`src/rtl/counter_pkg.sv`:
```
// Shared constants for the 0..19 counter: bin width, terminal count and
// the PAUSE/RUN state encoding used by counter_0to19_core.
package counter_pkg;

    localparam int CNT_W     = 5;
    localparam int MAX_COUNT = 19;

    localparam logic ST_PAUSE = 1'b0;
    localparam logic ST_RUN   = 1'b1;

endpackage

```
`src/rtl/counter_0to19_core_tick_gen.sv`:
```
// Prescaler for counter_0to19_core: counts 0..DIV-1 while enabled and
// flags the last cycle of each period. Holding en low freezes the count,
// so a resumed run finishes the partial period instead of restarting it.
module tick_gen #(
    parameter int DIV = 4
) (
    input  logic clk,
    input  logic rst_n,
    input  logic en,
    input  logic clr,
    output logic tick
);

    localparam int            W    = (DIV > 2) ? $clog2(DIV) : 1;
    localparam logic [W-1:0]  LAST = W'(DIV - 1);

    logic [W-1:0] cnt;

    // Clear outranks the period end, so no tick escapes on a clear cycle.
    assign tick = en & ~clr & (cnt == LAST);

    // Prescaler: wrap at DIV-1, hold when disabled, zero on clear.
    always_ff @(posedge clk or negedge rst_n) begin
        if (!rst_n) begin
            cnt <= '0;
        end else if (clr) begin
            cnt <= '0;
        end else if (en) begin
            cnt <= (cnt == LAST) ? '0 : cnt + 1'b1;
        end
    end

endmodule

```
`src/rtl/counter_0to19_core.sv`:
```
// 0..MAX_COUNT modulo counter feeding binary_bcd. A debounced start/stop
// button toggles between PAUSE and RUN; the prescaler in tick_gen sets the
// count rate; clr zeroes the count and prescaler without touching state.
// Build option COUNTER_DOWN_EN adds a dir input (1 = count down).
//
//   state    | meaning
//   ---------+------------------------------------------
//   ST_PAUSE | prescaler frozen, bin held
//   ST_RUN   | prescaler running, bin steps on each tick
module counter_0to19_core #(
    parameter int DIV       = 50_000_000,
    parameter int MAX_COUNT = counter_pkg::MAX_COUNT,
    parameter int CNT_W     = counter_pkg::CNT_W
) (
    input  logic             clk,
    input  logic             rst_n,
    input  logic             btn_ss,
    input  logic             clr,
`ifdef COUNTER_DOWN_EN
    input  logic             dir,
`endif
    output logic [CNT_W-1:0] bin,
    output logic             running,
    output logic             tick,
    output logic             wrap
);

    import counter_pkg::*;

    localparam logic [CNT_W-1:0] BIN_MAX = CNT_W'(MAX_COUNT);

    logic             sync1;
    logic             sync2;
    logic             hist;
    logic             btn_edge;
    logic             state;
    logic             tick_int;
    logic [CNT_W-1:0] bin_next;
    logic             wrap_int;

    // Two-flop synchroniser plus history flop for rising-edge detection.
    always_ff @(posedge clk or negedge rst_n) begin
        if (!rst_n) begin
            sync1 <= 1'b0;
            sync2 <= 1'b0;
            hist  <= 1'b0;
        end else begin
            sync1 <= btn_ss;
            sync2 <= sync1;
            hist  <= sync2;
        end
    end

    assign btn_edge = sync2 & ~hist;

    // PAUSE/RUN toggle; a held button yields one edge and so one toggle.
    always_ff @(posedge clk or negedge rst_n) begin
        if (!rst_n) begin
            state <= ST_PAUSE;
        end else if (btn_edge) begin
            state <= ~state;
        end
    end

    assign running = (state == ST_RUN);

    // Prescaler runs off the current state, so a tick coinciding with a
    // pause toggle is still applied before the state flips.
    tick_gen #(
        .DIV (DIV)
    ) u_tick_gen (
        .clk   (clk),
        .rst_n (rst_n),
        .en    (running),
        .clr   (clr),
        .tick  (tick_int)
    );

    // Next count and wrap flag, both judged on the pre-update value.
    always_comb begin
        bin_next = (bin == BIN_MAX) ? '0 : bin + 1'b1;
        wrap_int = tick_int & (bin == BIN_MAX);
`ifdef COUNTER_DOWN_EN
        if (dir) begin
            bin_next = (bin == '0) ? BIN_MAX : bin - 1'b1;
            wrap_int = tick_int & (bin == '0);
        end
`endif
    end

    // Count register: clear wins over tick.
    always_ff @(posedge clk or negedge rst_n) begin
        if (!rst_n) begin
            bin <= '0;
        end else if (clr) begin
            bin <= '0;
        end else if (tick_int) begin
            bin <= bin_next;
        end
    end

    assign tick = tick_int;
    assign wrap = wrap_int;

endmodule

```
`config.mk`:
```
export PLATFORM = sky130hd
export DESIGN_NAME = counter_0to19_core
export DESIGN_NICKNAME = d
export VERILOG_FILES = /design/src/rtl/counter_pkg.sv /design/src/rtl/counter_0to19_core_tick_gen.sv /design/src/rtl/counter_0to19_core.sv
export SDC_FILE = /design/constraint.sdc
export NUM_CORES = 1
export LEC_CHECK = 0
export ABC_CLOCK_PERIOD_IN_PS = 2690
export CAP_MARGIN = 20
export CORE_MARGIN = 2
export CORE_UTILIZATION = 30
export CTS_BUF_LIST = sky130_fd_sc_hd__clkbuf_4 sky130_fd_sc_hd__clkbuf_8
export DETAILED_ROUTE_END_ITERATION = 6
export GPL_TIMING_DRIVEN = 0
export SYNTH_ARGS = -nofsm -noshare
export SYNTH_HDL_FRONTEND = slang
export SYNTH_SLANG_ARGS = --single-unit
export TNS_END_PERCENT = 10
```
`constraint.sdc`:
```
create_clock -name clk -period 2.69 [get_ports clk]
set_input_delay 0.4035 -clock clk [delete_from_list [all_inputs] [get_ports clk]]
set_output_delay 0.4035 -clock clk [all_outputs]
set_load 0.03 [all_outputs]
```
==> results.toml, run 1 <==
[outcome]
status = "finished, final reports clean"

[yosys]
synth.ff_latch_count = 35
ys_seq_area_frac = 0.456
synth_top_area_frac = 0.456
synth_edf_count = 0
synthArstFlopShare = 1.00
synthTopCellsByArea = "dfrtp_1 46%, a31oi_1 6.2%, nand3_1 5.7%"
synth.avg_cell_area_sq_um = 9.20
syn_inst = 209
yosysUniqueCellTypes = 43
synthesis.area_sq_um = 1920
synth_top_area_cell = "dfrtp_1"
ys.flop_type = "dfrtp_1"
synth_nets = 215
synth_warnings = 0

[routing]
routed_wl_mm = 4.54
vias = 1690
drc = 0
viasPerCell = 5.54
first_iter_violations = 140
dr.pass1.iters = 4
detail-route-antenna-nets = 0
wl_per_cell_um = 14.9

[global_routing]
first_global_vias = 1659
antenna_found_initial = 0
grt_pass1_wl_mm = 7.91
grt_start_max_net_pins = 36
track_usage = 0.139
overflow = 0

[sta]
skew_ns = 0.00583
rsz0062_at_grt = "false"
holdWs_ns = 0.189
setup_viol = 0
timing.slew.headroom = 0.469
maxSlewViolCount = 0
tightest_slew_ns = 0.796
period_minus_slack_ns = 2.56
max_freq_ghz = 0.391
finalHoldViolCount = 0
final.period_utilization = 0.952

[place]
place.port_buffers = 10
hpwl_mm = 3.07
place_area_sq_um = 2110
gp_congestion = 0.854

[power_and_ir_drop]
power_per_cell_area_nw_per_um2 = 604
ir_drop_mv = 0.315
power.switching_w = 0.000433
power_frac_clock = 0.355
p_leak_nw = 0.951
sw_frac_of_total = 0.321
p_int_w = 0.000917
p_seq_frac = 0.435
pwr-share-comb = 0.209

[clock_network]
tritoncts = "built"
clockBufferDepth = 2
h-tree-depth = 2
cts_root_buf = "clkbuf_8"
cts.sinks = 35
clk_pin_slew_worst_paths_ns = 0.08
clock_latency_ns = 0.29
cts_buffers = 5
ctsHoldBuffers = 0

[layout]
layout_common_cells = "35 x dfrtp_1, 26 x nand2_1, 21 x nand3_1"
n_antenna_cell = 0
final_common_cell = "dfrtp_1"
layout.nets = 233
layout-drive-gt1-share = 0.101
fin_area_sq_um = 2230
syn2layout_area_growth_pct = 16.3
n_fill_cell = 650

[die]
die_x_um = 84.0
die_y_um = 84.0
dieArea_sq_um = 7060
num_rows = 29
io_pins = 12
core_area_sq_um = 6280
start_util = 0.306

[critical_path]
worstPathArrival_ns = 2.16
end_kind = "output port"
start_kind = "flip-flop"
r2r_cells = 7
critical_path_class = "flip-flop to output port"
crit_chain = "nor4_1, and4_2, nand3_1, inv_2, clkdlybuf4s15_1"
slowest_delay_ns = 0.47
reg2reg_setup_slack_ns = 0.29
cp.required_ns = 2.29
crit_slowest_cell = "dfrtp_1"
crit_fanout = 7

[worst_hold_path]
hold_class = "input port to async pin"

[run]
maxCapViolations = 0
-- area by class of cell --
type / instances / area [sq um] / area share
buffer: 10 / 41.3 / 0.0185
clock buffer: 5 / 68.8 / 0.0308
clock inverter: 3 / 43.8 / 0.0196
inverter: 6 / 22.5 / 0.0101
multi-input combinational: 158 / 988 / 0.442
sequential: 35 / 876 / 0.392
tap: 77 / 96.3 / 0.0431
timing repair buffer: 11 / 97.6 / 0.0437
-- worst paths after layout --
path,start,end
max,u_tick_gen.cnt[18],tick
min,rst_n,bin[1]
max reg2reg,running,u_tick_gen.cnt[14]
min reg2reg,sync1,sync2
max in group asynchronous,rst_n,u_tick_gen.cnt[15]
min in group clk,sync1,sync2
-- worst max-delay path: cells and delay by family, from the launching register on --
family                 cells  cell delay [ns]
buffers and inverters      2             0.51
flip-flops                 1             0.47
AND/OR/NAND/NOR            3             0.89
-- kinds of logic (layout without fill, tap and decap cells) --
| family | Yosys count | in the layout | synth area share |
|---|---|---|---|
| buffers and inverters | 16 | 35 | 0.0332 |
| AND/OR/NAND/NOR | 100 | 100 | 0.303 |
| flip-flops | 35 | 35 | 0.456 |
| AO/OA/AOI/OAI | 51 | 51 | 0.172 |
| adder cells (fa/ha/maj) | 2 | 2 | 0.0130 |
| XOR/XNOR | 4 | 4 | 0.0182 |
| multiplexers | 1 | 1 | 0.00521 |
-- cells in the mapped netlist, drive strengths merged, types with 4 or more instances --
cell type / number
nand2: 26
clkbuf: 6
o21ai: 9
buf: 4
nand3: 23
nor3: 5
nor2: 8
inv: 6
a21oi: 7
nand4: 8
and4: 4
or3: 4
and3: 6
nand2b: 4
dfrtp: 35
a31oi: 19
-- routing by layer --
layer	wire length (um)	up-vias	track usage
met2	2100	44	0.219
met4	75	0	0.0616
li1	-	814	-
met1	2120	827	0.186
met3	245	5	0.0267
met5	0	-	0
-- flip-flops by register name, indices dropped and copies added (netlist names) --
signal / flops
sync1: 1
bin: 5
sync2: 1
hist: 1
running: 1
u_tick_gen.cnt: 26
-- power groups by stage --
stage	Clock [W]	Combinational, W	Sequential, W
CTS	0.000490	0.000281	0.000587
floorplan	0	0.000165	0.000607
global route	0.000515	0.000317	0.000594
detailed placement	0	0.000279	0.000596
global placement	0	0.000281	0.000596
finish	0.000480	0.000282	0.000588
-- what timing repair did --
item	in CTS	in global routing
pin swaps	1	0
resized for setup	4	3
gates cloned	0	0
buffers inserted	1	0
setup endpoints to repair	2	2
-- through the flow --
step | setup slack [ns] | utilization | cells | total power (W) | setup TNS [ns]
2_1_floorplan | 0.457 | - | 209 | 0.000773 | 0
3_3_place_gp | -0.180 | 0.337 | 296 | 0.000877 | -0.245
6_report | 0.130 | 0.356 | 305 | 0.00135 | 0
3_5_place_dp | -0.202 | 0.337 | 296 | 0.000875 | -0.290
4_1_cts | 0.0237 | 0.356 | 305 | 0.00136 | 0
5_1_grt | 0.0160 | 0.356 | 305 | 0.00143 | 0
(Power assumes the default switching activity.)
==> run 2, diff against run 1 <==
Settings changed: CELL_PAD_IN_SITES_DETAIL_PLACEMENT set to 0, CELL_PAD_IN_SITES_GLOBAL_PLACEMENT set to 1, CORE_ASPECT_RATIO set to 1.2, CORE_UTILIZATION 30 to 47, PLACE_DENSITY_LB_ADDON set to 0.1.
==> results.toml, run 2 (synthesized netlist as in run 1, its figures left out) <==
[sta]
setup_viol = 0
timing.slew.headroom = 0.487
period_minus_slack_ns = 2.50
max_freq_ghz = 0.401
finalHoldViolCount = 0
tightest_slew_ns = 0.769
maxSlewViolCount = 0
skew_ns = 0.00575
final.period_utilization = 0.928
rsz0062_at_grt = "false"

[clock_network]
cts_buffers = 5
cts_root_buf = "clkbuf_8"
ctsHoldBuffers = 0
tritoncts = "built"
clock_latency_ns = 0.29
clk_pin_slew_worst_paths_ns = 0.07
cts.sinks = 35
clockBufferDepth = 2
h-tree-depth = 2

[die]
core_area_sq_um = 3940
num_rows = 25
io_pins = 12
die_x_um = 62.4
dieArea_sq_um = 4620
start_util = 0.488
die_y_um = 74.1

[global_routing]
overflow = 0
grt_start_max_net_pins = 36
track_usage = 0.210
first_global_vias = 1595
antenna_found_initial = 0
grt_pass1_wl_mm = 7.52

[routing]
dr.pass1.iters = 4
viasPerCell = 6.00
routed_wl_mm = 4.45
wl_per_cell_um = 15.8
detail-route-antenna-nets = 0
drc = 0
vias = 1685
first_iter_violations = 84

[run]
maxCapViolations = 0

[layout]
layout-drive-gt1-share = 0.101
top_register = "u_tick_gen.cnt"
n_fill_cell = 393
largestRegisters = "u_tick_gen.cnt x26, bin x5"
syn2layout_area_growth_pct = 15.0
largest_reg_flops = 26
layout.nets = 232
fin_util = 0.561
stdcell_count = 281
n_antenna_cell = 0
layout_common_cells = "35 x dfrtp_1, 26 x nand2_1, 21 x nand3_1"
final_common_cell = "dfrtp_1"

[place]
hpwl_mm = 3.19
gp_congestion = 0.857
place.port_buffers = 10
place_inst = 273

[critical_path]
critical_path_class = "flip-flop to output port"
start_kind = "flip-flop"
worstPathArrival_ns = 2.09
cp.required_ns = 2.29
crit_fanout = 7
end_kind = "output port"
r2r_cells = 9

[worst_hold_path]
hold_class = "input port to async pin"

[outcome]
status = "finished, final reports clean"

[power_and_ir_drop]
power_per_cell_area_nw_per_um2 = 614
p_leak_nw = 0.961
ir_drop_mv = 0.326
[run 2: cell type report]
class | count | area, sq um | share of cell area
multi-input combinational | 158 | 992 | 0.449
sequential | 35 | 876 | 0.396
timing repair buffer | 11 | 96.3 | 0.0436
clock buffer | 6 | 82.6 | 0.0374
tap | 54 | 67.6 | 0.0306
buffer | 9 | 37.5 | 0.0170
clock inverter | 2 | 35.0 | 0.0159
inverter | 6 | 22.5 | 0.0102
[run 2: path summary, 6_finish.rpt]
| kind | start | endpoint | slack [ns] |
|---|---|---|---|
| max | u_tick_gen.cnt[18] | tick | 0.19 |
| min | rst_n | u_tick_gen.cnt[20] | 0.19 |
| max reg2reg | u_tick_gen.cnt[0] | u_tick_gen.cnt[7] | 0.29 |
| min reg2reg | sync1 | sync2 | 0.36 |
| max in group asynchronous | rst_n | u_tick_gen.cnt[18] | 2.01 |
| min in group clk | sync1 | sync2 | 0.36 |
[run 2: critical path, stage by stage, from the launching register on]
cell and delay, ns:
dfrtp_1 0.46, nor4_1 0.35, and4_1 0.30, nand3_1 0.18, inv_2 0.12, dlygate4sd2_1 0.40
[run 2: per-stage QoR]
step / hold slack, ns / cell area (sq um) / setup slack (ns) / power [W] / setup TNS, ns
detailed placement: 0.338 / 2080 / -0.150 / 0.000880 / -0.190
global route: 0.243 / 2210 / 0.0225 / 0.00143 / 0
global placement: 0.341 / 2090 / -0.142 / 0.000872 / -0.177
CTS: 0.221 / 2210 / 0.0372 / 0.00137 / 0
finish: 0.188 / 2210 / 0.194 / 0.00136 / 0
floorplan: 0.108 / 1920 / 0.457 / 0.000773 / 0
[run 2: timing repair]
item	in CTS	in global routing
setup buffers	1	0
pin swaps	1	0
resized for setup	2	4
setup endpoints to repair	2	2
[run 2: power by group]
part           internal [W]  total [W]  switching [W]
sequential         0.000558   0.000611      0.0000528
combinational     0.0000799   0.000254       0.000174
clock              0.000300   0.000491       0.000191
total              0.000938    0.00136       0.000418
[run 2: metal layers]
metal  track usage  share of wire  wire, um
met5             0              0         0
met4        0.0840          0.013        60
met3        0.0363          0.049       217
met2         0.370           0.49      2180
met1         0.262           0.45      1990
==> run 3, diff against run 2 <==
Settings changed: RECOVER_POWER set to 25.
==> results.toml, run 3 (synthesized netlist as in run 1, its figures left out) <==
[clock_network]
clockBufferDepth = 2
clock_latency_ns = 0.29
cts.sinks = 35
cts_buffers = 5
clk_pin_slew_worst_paths_ns = 0.07
h-tree-depth = 2
ctsHoldBuffers = 0
cts_root_buf = "clkbuf_8"
tritoncts = "built"

[critical_path]
r2r_cells = 9
rr_endpoint = "u_tick_gen.cnt[7]"
worstPathArrival_ns = 2.09
cp.required_ns = 2.29
crit_fanout = 7
crit_chain = "nor4_1, and4_1, nand3_1, inv_2, dlygate4sd2_1"
slowest_delay_ns = 0.46
worstReg2RegStart = "u_tick_gen.cnt[0]"
reg2reg_setup_slack_ns = 0.29
critical_path_class = "flip-flop to output port"
crit_family = "simple AND/OR/NAND/NOR gates"
crit_slowest_cell = "dfrtp_1"
start_kind = "flip-flop"
worstPathBufferInverterCount = 2
end_kind = "output port"

[sta]
rsz0062_at_grt = "false"
timing.slew.headroom = -0.222
skew_ns = 0.00586
tightest_slew_ns = 1.83
setup_viol = 0
finalHoldViolCount = 0
tns_ns = 0
period_minus_slack_ns = 2.50
max_freq_ghz = 0.401
holdWs_ns = 0.358
maxSlewViolCount = 36
final.period_utilization = 0.928

[die]
io_pins = 12
start_util = 0.488
num_rows = 25
dieArea_sq_um = 4620
core_area_sq_um = 3940
die_y_um = 74.1
die_x_um = 62.4

[routing]
viasPerCell = 6.01
routed_wl_mm = 4.46
first_iter_violations = 84
dr.pass1.iters = 4
wl_per_cell_um = 15.9
detail-route-antenna-nets = 0
vias = 1690
drc = 0

[place]
hpwl_mm = 3.19
gp_congestion = 0.857
place.port_buffers = 10

[power_and_ir_drop]
ir_drop_mv = 0.325
power_per_cell_area_nw_per_um2 = 613
p_leak_nw = 0.959

[layout]
syn2layout_area_growth_pct = 14.9
n_fill_cell = 394
final_common_cell = "dfrtp_1"
layout_common_cells = "35 x dfrtp_1, 26 x nand2_1, 21 x nand3_1"
fin_util = 0.560
largest_reg_flops = 26
layout-drive-gt1-share = 0.0969
layout.nets = 232
top_register = "u_tick_gen.cnt"
n_antenna_cell = 0
largestRegisters = "u_tick_gen.cnt x26, bin x5"

[worst_hold_path]
holdPathEnd = "sync2"
holdPathStages = 0
min_from = "sync1"
hold_class = "flip-flop to flip-flop"

[global_routing]
track_usage = 0.210
grt_start_max_net_pins = 36
first_global_vias = 1595
antenna_found_initial = 0
grt_pass1_wl_mm = 7.52
overflow = 0

[outcome]
status = "complete, but fails checks"
violations = "max-capacitance violations, max-slew violations"

[run]
maxCapViolations = 1
## run 3: cell count changes in the layout (fill, tap and decap cells not counted)
cell,change
clkdlybuf4s50_1,-1
buf_2,-1
dlygate4sd3_1,+1
clkbuf_1,+1
## run 3: worst max-delay path by stage
stage | from | slack, ns | endpoint | cells past startpoint
final | u_tick_gen.cnt[18] | 0.19 | tick | 5
after global routing | u_tick_gen.cnt[18] | 0.02 | tick | 5
after CTS | u_tick_gen.cnt[0] | 0.04 | wrap | 7
after detailed placement | u_tick_gen.cnt[0] | -0.15 | wrap | 7
after global placement | u_tick_gen.cnt[0] | -0.14 | wrap | 7
after floorplan | u_tick_gen.cnt[0] | 0.46 | wrap | 6
## run 3: worst reg2reg max path: cells and delay by family (launching register included)
| family | cells | cell delay [ns] |
|---|---|---|
| fa+ha+maj | 1 | 0.26 |
| simple gates | 3 | 0.32 |
| flops | 1 | 0.42 |
| compound gates | 2 | 0.57 |
| buf+inv | 3 | 0.76 |
## run 3: what timing repair did
action / CTS / global route
setup endpoints to repair: 2 / 2
setup buffers: 1 / 0
pin swaps: 1 / 0
gates cloned: 0 / 0
endpoints found under the hold margin: 0 / 0
gates resized for setup: 2 / 4
## run 3: layer usage
| metal | part of all wire | global-route usage |
|---|---|---|
| met5 | 0 | 0 |
| met4 | 0.013 | 0.0840 |
| met3 | 0.050 | 0.0363 |
| met1 | 0.44 | 0.262 |
| met2 | 0.49 | 0.370 |
## run 3: report_power, final
| part | total [W] | switching [W] | leakage, nW | internal (W) |
|---|---|---|---|---|
| registers | 0.000611 | 0.0000530 | 0.478 | 0.000558 |
| clock network | 0.000490 | 0.000190 | 0.0612 | 0.000300 |
| logic | 0.000254 | 0.000174 | 0.420 | 0.0000793 |
## run 3: cell type report
class / instances / area, sq um / share of cell area
clock inverter: 2 / 35.0 / 0.0159
tap: 54 / 67.6 / 0.0306
clock buffer: 6 / 82.6 / 0.0374
multi-input combinational: 158 / 992 / 0.449
inverter: 6 / 22.5 / 0.0102
buffer: 9 / 37.5 / 0.0170
sequential: 35 / 876 / 0.397
timing repair buffer: 11 / 95.1 / 0.0431
## run 3: through the flow
stage	setup slack, ns	std cells	total power (W)	instance area [sq um]
4_1_cts	0.0372	282	0.00137	2210
3_5_place_dp	-0.150	273	0.000880	2080
6_report	0.194	281	0.00135	2210
3_3_place_gp	-0.142	273	0.000872	2090
2_1_floorplan	0.457	209	0.000773	1920
5_1_grt	0.0225	281	0.00143	2210
